<file path="src/rtl/store_unit_pkg.sv">
// Store-path encodings and the queue entry format shared by store_unit and sq_fifo.
// Store encodings mirror the store-control values in processor_defines.sv.
package store_unit_pkg;

  localparam logic [2:0] ST_SB      = 3'b000;
  localparam logic [2:0] ST_SH      = 3'b001;
  localparam logic [2:0] ST_SW      = 3'b010;
  localparam logic [2:0] ST_STR_NOP = 3'b111;

  localparam int BE_W = 4;

  typedef struct packed {
    logic [29:0]     addr_word;
    logic [31:0]     wdata;
    logic [BE_W-1:0] be;
  } sq_entry_t;

  // Lanes are formatted once, at enqueue, so the write port is a straight register read.
  function automatic sq_entry_t format_store(input logic [2:0]  ctrl,
                                             input logic [31:0] ea,
                                             input logic [31:0] d);
    sq_entry_t e;
    e.addr_word = ea[31:2];
    e.wdata     = d;
    e.be        = 4'b1111;
    case (ctrl)
      ST_SB: begin
        e.wdata = {4{d[7:0]}};
        e.be    = 4'b0001 << ea[1:0];
      end
      ST_SH: begin
        e.wdata = {2{d[15:0]}};
        e.be    = ea[1] ? 4'b1100 : 4'b0011;
      end
      default: ;
    endcase
    return e;
  endfunction

endpackage

</file>
<file path="src/rtl/store_unit_sq_fifo.sv">
// In-order store queue: synchronous FIFO of formatted store entries.
// Pointers wrap naturally; the extra count bit distinguishes full from empty.
module sq_fifo
  import store_unit_pkg::*;
#(
  parameter int DEPTH = 4,
  localparam int PTR_W = $clog2(DEPTH),
  localparam int CNT_W = PTR_W + 1
) (
  input  logic             clk,
  input  logic             reset,
  input  logic             push,
  input  sq_entry_t        push_data,
  input  logic             pop,
  output sq_entry_t        head,
  output logic             full,
  output logic             empty,
  output logic [CNT_W-1:0] count
);

  sq_entry_t        mem [DEPTH];
  logic [PTR_W-1:0] rd_ptr;
  logic [PTR_W-1:0] wr_ptr;
  logic             do_push;
  logic             do_pop;

  assign full    = (count == CNT_W'(DEPTH));
  assign empty   = (count == '0);
  assign do_push = push && !full;
  assign do_pop  = pop && !empty;
  assign head    = mem[rd_ptr];

  always_ff @(posedge clk) begin
    if (reset) begin
      rd_ptr <= '0;
      wr_ptr <= '0;
      count  <= '0;
    end else begin
      if (do_push) wr_ptr <= wr_ptr + PTR_W'(1);
      if (do_pop)  rd_ptr <= rd_ptr + PTR_W'(1);
      case ({do_push, do_pop})
        2'b10:   count <= count + CNT_W'(1);
        2'b01:   count <= count - CNT_W'(1);
        default: ;
      endcase
    end
  end

  // Storage needs no reset: an entry is only visible once the pointers cover it.
  always_ff @(posedge clk) begin
    if (do_push) mem[wr_ptr] <= push_data;
  end

endmodule

</file>
<file path="src/rtl/store_unit.sv">
// Execute-side store path: effective address, alignment check, lane formatting,
// and an in-order queue draining to the data-memory write port over req/gnt.
module store_unit
  import store_unit_pkg::*;
#(
  parameter int DEPTH  = 4,
  parameter int ADDR_W = 32,
  parameter int DATA_W = 32
) (
  input  logic              clk,
  input  logic              reset,
  input  logic              st_valid,
  output logic              st_ready,
  input  logic [2:0]        st_control,
  input  logic [ADDR_W-1:0] st_base,
  input  logic [11:0]       st_imm,
  input  logic [DATA_W-1:0] st_data,
  output logic              mem_req,
  input  logic              mem_gnt,
  output logic [ADDR_W-1:0] mem_addr,
  output logic [DATA_W-1:0] mem_wdata,
  output logic [BE_W-1:0]   mem_be,
  output logic              misalign_err,
  output logic [ADDR_W-1:0] misalign_addr,
  output logic              sq_empty
);

  localparam int CNT_W = $clog2(DEPTH) + 1;

  logic [ADDR_W-1:0] ea;
  logic              accept;
  logic              is_store;
  logic              aligned;
  logic              push;
  sq_entry_t         push_entry;
  sq_entry_t         head;
  logic              fifo_full;
  logic              fifo_empty;
  logic [CNT_W-1:0]  count;

  assign ea       = st_base + {{(ADDR_W-12){st_imm[11]}}, st_imm};
  assign st_ready = !fifo_full && !reset;
  assign accept   = st_valid && st_ready;

  // STR_NOP and undefined encodings are accepted but never enqueued or flagged.
  always_comb begin
    is_store = 1'b0;
    aligned  = 1'b1;
    case (st_control)
      ST_SB: is_store = 1'b1;
      ST_SH: begin
        is_store = 1'b1;
        aligned  = !ea[0];
      end
      ST_SW: begin
        is_store = 1'b1;
        aligned  = (ea[1:0] == 2'b00);
      end
      default: ;
    endcase
  end

  assign push       = accept && is_store && aligned;
  assign push_entry = format_store(st_control, ea, st_data);

  sq_fifo #(.DEPTH(DEPTH)) u_sq_fifo (
    .clk       (clk),
    .reset     (reset),
    .push      (push),
    .push_data (push_entry),
    .pop       (mem_req && mem_gnt),
    .head      (head),
    .full      (fifo_full),
    .empty     (fifo_empty),
    .count     (count)
  );

  assign mem_req   = !fifo_empty;
  assign mem_addr  = mem_req ? {head.addr_word, 2'b00} : '0;
  assign mem_wdata = mem_req ? head.wdata : '0;
  assign mem_be    = mem_req ? head.be : '0;
  assign sq_empty  = (count == '0);

  always_ff @(posedge clk) begin
    if (reset) begin
      misalign_err  <= 1'b0;
      misalign_addr <= '0;
    end else begin
      misalign_err <= accept && is_store && !aligned;
      if (accept && is_store && !aligned) misalign_addr <= ea;
    end
  end

endmodule

</file>
<file path="config.mk">
export PLATFORM = sky130hd
export DESIGN_NAME = store_unit
export DESIGN_NICKNAME = d
export VERILOG_FILES = /design/src/rtl/store_unit_pkg.sv /design/src/rtl/store_unit_sq_fifo.sv /design/src/rtl/store_unit.sv
export SDC_FILE = /design/constraint.sdc
export NUM_CORES = 1
export LEC_CHECK = 0
export BUFFER_PORTS_ARGS = -buffer_cell sky130_fd_sc_hd__clkbuf_2
export CAP_MARGIN = 20
export CORE_ASPECT_RATIO = 0.6
export CORE_UTILIZATION = 45
export DETAILED_ROUTE_END_ITERATION = 8
export PLACE_DENSITY = 0.65
export SYNTH_ARGS = -nofsm -noshare
export SYNTH_HDL_FRONTEND = slang
export SYNTH_SLANG_ARGS = --single-unit
</file>
<file path="constraint.sdc">
create_clock -name clk -period 8.22 [get_ports clk]
set_clock_uncertainty 0.1 [all_clocks]
set_input_delay 1.233 -clock clk [delete_from_list [all_inputs] [get_ports clk]]
set_output_delay 1.233 -clock clk [all_outputs]
set_load 0.1 [all_outputs]
</file>
Yosys cells after proc, flatten, opt, wreduce, memory -nomap -nowiden:

Memory sizes are Yosys's and may differ from the RTL's. A register that Yosys moved wholly into a read port is not among the register bits.
Cells that the tools add are included.

* flip-flop bits (word level): 40
* memory bits (writable): 264
* output and inout bits: 104
* word-level logic and storage cells: 47
* memories: 1

Memories
* u_sq_fifo.mem: depth 4, width 66, rd ports 1, clocked after Yosys merged registers in 1, wr ports 1, RTL line store_unit_sq_fifo.sv:21 `sq_entry_t mem [DEPTH];`

* add/sub/neg operators: 5
* equal/unequal tests: 5
* shift operators: 1
* muxes and demuxes: 12
* reductions and logical operators: 18

Operators by type and width (count)
* $pmux W36 S2: 1
* $mux W32: 2
* $add A32 B32 Y32: 1
* $logic_and A1 B1 Y1: 8
* $mux W4: 2
* $logic_not A3 Y1: 2
* $pmux W3 S2: 1
* $logic_not A1 Y1: 5
* $add A2 B1 Y2 const B: 2
* $mux W2: 2
* $shl A1 B2 Y4 const A: 1
* $add A3 B1 Y3 const B: 1
* $eq A3 B1 Y1 const B: 1
* $eq A3 B2 Y1 const B: 1
* $eq A3 B3 Y1 const B: 1
* $mux W1: 3
* $reduce_or A3 Y1: 1
* $sub A3 B1 Y3 const B: 1
* $eq A2 B1 Y1 const B: 1
* $eq A2 B2 Y1 const B: 1
* $logic_not A2 Y1: 1
* $pmux W1 S2: 1
* $reduce_bool A2 Y1: 1

Longest topological paths before layout:

Gate-level depths: netlist of the first run.

* depth after elaboration: 9
* depth in mapped cells: 13
* gate-level depth less buffers: 13

Cells and area by module:

From an unflattened synthesis of the first run, not the netlist that was laid out.

* cells, all modules: 956
* area, all modules: 13994.7 µm²

By module, submodules not included
* sq_fifo: instances 1, cells each 398, area an instance 9988.3 µm², sequential area each 8107.8 µm²
* store_unit: instances 1, cells each 558, area an instance 4006.3 µm², sequential area each 660.6 µm²

Least setup slack after synthesis of the first run:

No wires, ideal clock.

* path type: in2reg
* from: input st_base[0]
* to: memory u_sq_fifo.mem[0][0] (netlist name), enable pin
* library setup time: 0.431 ns
* arrival time: 4.206 ns
* data required time: 7.689 ns
* slack: 3.483 ns
* stages: 7
* cell sequence: ha_1 > fa_1 > and3b_1 > a21oi_1 > nor2_1 > nor2_1 > and2_1

* word-level cells in the longest chain between the ends: 7
* elaborated cells on any way between the ends: 8
* those cells by class: add/sub (1); mux (3); reduce/logical (4)

RTL lines
* start: declaration: RTL line store_unit.sv:15 `input logic [ADDR_W-1:0] st_base,`
* $add A32 B32 Y32: RTL line store_unit.sv:41 `assign ea = st_base + {{(ADDR_W-12){st_imm[11]}}, st_imm};`
* net ea[1]: RTL line store_unit.sv:30 `logic [ADDR_W-1:0] ea;`
* $logic_not A2 Y1: RTL line store_unit.sv:57 `aligned = (ea[1:0] == 2'b00);`
* $pmux W1 S2: RTL line store_unit.sv:49 `case (st_control)`
* $logic_and A1 B1 Y1: RTL line store_unit.sv:63 `assign push = accept && is_store && aligned;`
* $logic_and A1 B1 Y1: RTL line store_unit_sq_fifo.sv:29 `assign do_push = push && !full;`
* $mux W1: RTL line store_unit_sq_fifo.sv:51 `if (do_push) mem[wr_ptr] <= push_data;`
* $mux W1 (not written as such): RTL line store_unit_sq_fifo.sv:51
* end: declaration: RTL line store_unit_sq_fifo.sv:21

The timed path passes the listed nets, and every way through them passes these cells.

==> results of run 1 <==
## flip-flops by register name, indices dropped and copies added, names as in the netlist, named ones only
name and cells:
u_sq_fifo.mem 264, misalign_addr 32, u_sq_fifo.count 3, u_sq_fifo.rd_ptr 2, misalign_err 1, u_sq_fifo.wr_ptr 2
## layout make-up
cell class | instances | area [sq um]
clock buffer | 31 | 691
timing repair buffer | 188 | 951
fill | 2544 | 14100
multi-input combinational | 565 | 4860
sequential | 306 | 8780
tap | 408 | 510
clock inverter | 18 | 164
inverter | 17 | 66.3
## kinds of logic after synthesis
| kind of cell | after synthesis | share of synthesized area |
|---|---|---|
| and+or+nand+nor | 243 | 0.0921 |
| AOI/OAI and AO/OA | 154 | 0.0705 |
| DFF | 306 | 0.630 |
| muxes | 95 | 0.129 |
| buffers and inverters | 68 | 0.0224 |
| xor gates and xnor gates | 33 | 0.0208 |
| other | 1 | 0.000269 |
| adders and majority gates | 38 | 0.0352 |
## power by group
part | switching [mW] | internal (mW) | leakage (nW)
Clock | 0.535 | 0.696 | 0.421
Combinational | 0.861 | 0.255 | 2.73
Sequential | 0.0270 | 1.74 | 2.72
## how the worst min path moves through the flow
stage / to / slack, ps / cells past startpoint
after CTS: misalign_addr[1] / 360 / 2
after global routing: misalign_addr[10] / 380 / 2
after floorplan: u_sq_fifo.count[2] / 360 / 2
after global placement: misalign_addr[4] / 340 / 2
after detailed placement: misalign_addr[1] / 350 / 2
final: misalign_addr[1] / 360 / 2
## per-layer routing
metal / wire (microns) / GRT usage
met1: 16000 / 0.323
met2: 13700 / 0.286
met3: 1770 / 0.0305
met4: 488 / 0.0386
met5: 0 / 0
## per-stage QoR
stage	instance area [sq um]	hold WS (ps)	total power [mW]
after floorplan	13900	362	2.69
after global placement	15200	344	2.92
after detailed placement	15200	350	2.92
after CTS	16000	359	4.15
after global routing	16000	378	4.27
final	16000	356	4.12
## cells in the mapped netlist (all sizes together) (16+ instances only)
cell type,instances
mux2,16
and3,16
nor2,50
dfxtp,42
mux4,66
buf,23
a21o,22
nand2,52
xnor2,19
inv,17
ha,36
a21oi,64
and2,75
o21ai,30
clkbuf,28
edfxtp,264
## critical path, stage by stage, from the launching register on
cell,delay (ps)
dfxtp_4,730
buf_4,680
mux4_2,620
and2_1,200
clkbuf_2,370
==> results.py, run 1 <==
metrics = {
    "timing": {
        "final_hold_viol_count": 0,
        "period_share": 0.553,
        "drv_slew": 0,
        "layout_setup_ws_ps": 3670,
        "period_minus_slack_ps": 4550,
        "rsz0062_at_grt": "false",
        "finalSetupTns_ps": 0,
        "max_slew_margin": 0.317,
        "fmax_mhz": 220,
        "finalSetupViolCount": 0,
        "worstMarginPinSlew_ps": 1020,
    },
    "drt": {
        "via_count": 8434,
        "wire_per_inst_microns": 20.9,
        "ant_nets": 0,
        "route.detailed.drc": 0,
        "drt_iter0_drc": 674,
        "vias_per_cell": 5.50,
        "finalWirelength_mm": 32.0,
        "drt_pass1_iterations": 5,
    },
    "clocking": {
        "postCtsSetupBuffers": 0,
        "clk_path_buf_depth": 3,
        "insertion_delay_ps": 530,
        "cts_num_sinks": 306,
        "root_buffer": "clkbuf_16",
        "clk_pin_slew_ps": 70,
        "cts_tree": "yes",
        "cts_buffers": 27,
        "cts_resized": 0,
        "h-tree-depth": 1,
        "cts_hold_buf": 0,
    },
    "floorplan": {
        "initial_core_util": 0.462,
        "dieArea_sq_um": 31700,
        "core-area_sq_um": 30200,
        "num_rows": 49,
        "io_pins": 187,
        "die-width_microns": 229,
        "die_h_microns": 138,
    },
    "power_and_ir_drop": {
        "leakagePower_nw": 5.87,
        "power_density_nw_per_um2": 257,
        "ir_worst_vdd_mv": 0.121,
    },
    "critical_path": {
        "endpoint": "mem_addr[19]",
        "timing.rr.start": "u_sq_fifo.count[2]",
        "required_ps": 6890,
        "crit_fanout": 37,
        "r2r-end": "u_sq_fifo.mem[2][16]",
        "reg2reg_slack_ps": 5550,
        "endpoint_kind": "output pin",
        "crit_path_start_kind": "register",
        "rr_worst_depth": 4,
        "arrival_ps": 3220,
        "crit_type": "reg -> out",
    },
    "synth": {
        "synth_top_area_share": 0.569,
        "synth_ff_type": "edfxtp_1",
        "synth-edff-count": 264,
        "synth_cell_types": 70,
        "yosysWarnings": 0,
        "synth_area_sq_um": 13900,
        "synth-seq-area-share": 0.630,
        "async_flop_share": 0,
        "synthCells": 938,
        "synth_top_area_cell": "edfxtp_1",
        "synth_seq_cells": 306,
        "avgSynthCellArea_sq_um": 14.8,
        "synthTopCellsByArea": "edfxtp_1, mux4_2, dfxtp_1",
    },
    "outcome": {
        "status": "finished, final reports clean",
    },
    "placed_design": {
        "io_buffers": 184,
        "gp_congestion": 0.843,
        "preCtsSetupSlack_ps": 3790,
        "hpwl_mm": 21.2,
        "dp.cells": 1484,
    },
    "min_path": {
        "hp-start": "misalign_addr[1]",
        "hold_class": "reg -> reg",
    },
    "finish": {
        "final_cell_mix": "edfxtp_1, clkbuf_2, and2_1",
        "fin_nets": 1226,
        "post-route-util": 0.531,
        "final_common_cell": "edfxtp_1",
        "drive_gt1_frac": 0.297,
        "n_antenna_cell": 0,
        "syn_to_final_growth_pct": 15.1,
        "final_cells": 1533,
    },
    "run": {
        "max_cap_viol_count": 0,
    },
    "global_route": {
        "groute.usage.overall": 0.200,
        "grt_pass1_vias": 8232,
        "overflow": 0,
        "grt_pass1_wl_mm": 49.0,
        "antenna_found_initial": 0,
        "grt_start_max_net_pins": 67,
    },
}
Note: power is estimated with default switching activity, not from simulation.
==> run 2, diff against run 1 <==
Settings changed: ABC_AREA set to 1, PLACE_DENSITY 0.65 to 0.67.
Clock period 8.22 ns to 3.8 ns, I/O delays scaled along.
==> run 2 against run 1 <==
Cell count grew 45%. Via count is 38% higher. Wire length rose by 23%. Highest routed layer unchanged. Critical endpoint is now mem_wdata[10]. Critical path depth increased by 2. Clock power increased by 120%. Synthesized cell count rose by 72%. Clock-buffer cell count rose by 6. Worst setup slack got worse by 3300 ps. Core utilization grew 3.7 points.
==> results.py, run 2 <==
metrics = {
    "synth": {
        "synth_commonest_cells": "nor2_1, nand2_1, edfxtp_1, inv_1, o21ai_0",
        "synth-edff-count": 264,
        "synth-seq-area-share": 0.595,
        "avgSynthCellArea_sq_um": 9.15,
        "synth_cell_types": 36,
        "synthCells": 1611,
        "synth_top_area_share": 0.538,
        "synthTopCellsByArea": "edfxtp_1, nor2_1, nand2_1",
        "synth_seq_cells": 306,
        "synth_ff_type": "edfxtp_1",
        "yosysWarnings": 0,
        "synth_area_sq_um": 14700,
        "yosysMostFrequentCell": "nor2_1",
        "async_flop_share": 0,
        "synth_top_area_cell": "edfxtp_1",
    },
    "power_and_ir_drop": {
        "p_seq_frac": 0.392,
        "p_comb_frac": 0.328,
        "leakagePower_nw": 7.64,
        "p_int_mw": 6.16,
        "pwr-share-clk": 0.280,
        "p_switching_mw": 3.56,
        "ir_worst_vdd_mv": 0.395,
        "power_density_nw_per_um2": 539,
        "swShare": 0.366,
    },
    "critical_path": {
        "endpoint_kind": "output pin",
        "r2r-end": "u_sq_fifo.count[1]",
        "crit_fanout": 44,
        "reg2reg_slack_ps": 1330,
        "rr_worst_depth": 12,
        "arrival_ps": 2720,
        "required_ps": 3130,
        "crit_path_start_kind": "register",
        "crit_type": "reg -> out",
        "timing.rr.start": "u_sq_fifo.count[0]",
    },
    "drt": {
        "wire_per_inst_microns": 17.7,
        "drt_iter0_drc": 1412,
        "route.detailed.drc": 0,
        "vias_per_cell": 5.25,
        "finalWirelength_mm": 39.3,
        "ant_nets": 0,
        "via_count": 11657,
        "drt_pass1_iterations": 6,
    },
    "clocking": {
        "clk_pin_slew_ps": 70,
        "postCtsSetupBuffers": 0,
        "insertion_delay_ps": 540,
        "cts_resized": 0,
        "cts_tree": "yes",
        "h-tree-depth": 1,
        "clk_path_buf_depth": 3,
        "cts_buffers": 29,
        "cts_num_sinks": 306,
        "root_buffer": "clkbuf_16",
        "cts_hold_buf": 0,
    },
    "finish": {
        "multiInputGateArea_sq_um": 5030,
        "n_antenna_cell": 0,
        "final_cell_mix": "nor2_1, nand2_1, edfxtp_1",
        "fin_nets": 1904,
        "drive_gt1_frac": 0.152,
        "ff_latch_area_sq_um": 8770,
        "stdcell_area_sq_um": 18000,
        "largest_register_ffs": 264,
        "n_fill_cell": 2670,
        "final_common_cell": "nor2_1",
        "largest-register": "u_sq_fifo.mem",
        "reg.largest.list": "u_sq_fifo.mem (264), misalign_addr (32), u_sq_fifo.count (3)",
        "syn_to_final_growth_pct": 22.2,
    },
    "global_route": {
        "overflow": 0,
        "grt_start_max_net_pins": 51,
        "antenna_found_initial": 0,
        "groute.usage.overall": 0.231,
        "grt_pass1_wl_mm": 59.4,
        "grt_pass1_vias": 10424,
    },
    "timing": {
        "max_slew_margin": 0.498,
        "rsz0062_at_grt": "false",
        "finalSetupViolCount": 0,
        "drv_slew": 0,
        "worstMarginPinSlew_ps": 745,
        "period_minus_slack_ps": 3390,
        "period_share": 0.891,
        "fmax_mhz": 295,
        "final_hold_viol_count": 0,
        "finalSetupTns_ps": 0,
    },
    "floorplan": {
        "io_pins": 187,
        "die-width_microns": 236,
        "core-area_sq_um": 31700,
        "num_rows": 50,
        "die_h_microns": 142,
        "initial_core_util": 0.465,
        "dieArea_sq_um": 33500,
    },
    "placed_design": {
        "post_dp_cell_area_sq_um": 17100,
        "io_buffers": 184,
        "hpwl_mm": 27.1,
        "gp_congestion": 0.951,
    },
    "min_path": {
        "hold_depth": 1,
        "hp-start": "st_data[5]",
        "hold-path-endpoint": "u_sq_fifo.mem[1][9]",
        "hold_class": "in -> reg",
    },
    "outcome": {
        "status": "finished, final reports clean",
    },
    "run": {
        "max_cap_viol_count": 0,
    },
}
-- run 2: cells by family after synthesis --
logic type                 count (synthesis)  share of synthesized area
and+or+nand+nor                          712                      0.192
DFF                                      306                      0.595
AOI/OAI and AO/OA                        285                     0.0986
buffers and inverters                    248                     0.0676
adders and majority gates                 38                     0.0333
xor gates and xnor gates                  15                    0.00891
muxes                                      6                    0.00458
other                                      1                   0.000254
-- run 2: per-stage QoR --
step                      power (mW)  worst slack, ps  utilization  hold slack (ps)  instances
final                           9.72              414        0.568              183       2220
after floorplan                 5.92              301            -              336       1612
after CTS                       9.76              387        0.568              166       2220
after global routing            10.1              229        0.568              168       2220
after detailed placement        7.06              599        0.541              356       2168
after global placement          7.04              566        0.541              344       2168
-- run 2: worst max path at each step --
stage / startpoint / end / depth (start not counted)
floorplan: u_sq_fifo.count[1] / mem_be[0] / 5
global placement: st_base[0] / u_sq_fifo.count[2] / 14
detailed placement: st_base[0] / u_sq_fifo.count[2] / 14
CTS: register / mem_wdata[10] / 6
global route: register / mem_addr[9] / 6
finish: register / mem_wdata[10] / 6
-- run 2: cell type report --
cell class,count,share of cell area
timing repair buffer,207,0.119
sequential,306,0.487
inverter,181,0.0377
clock buffer,37,0.0419
multi-input combinational,1058,0.279
clock inverter,15,0.00646
tap,416,0.0289
-- run 2: power groups by stage --
stage	Combinational [mW]	Sequential, mW	Clock (mW)
after floorplan	2.02	3.90	0
after global placement	3.15	3.89	0
after detailed placement	3.17	3.89	0
after CTS	3.18	3.82	2.76
after global routing	3.35	3.82	2.89
final	3.18	3.81	2.72
-- run 2: metal layers --
layer,GRT usage,share of wire,up-vias
met3,0.0473,0.096,37
li1,-,-,5665
met2,0.331,0.42,466
met4,0.0440,0.016,0
met1,0.359,0.47,5489
met5,0,0,-
-- run 2: worst max-delay path, cell delays in order (launching register included) --
cell	delay, ps
dfxtp_4	650
buf_4	510
nor2_1	110
nor2_1	110
o21ai_0	100
a21oi_1	430
buf_12	240
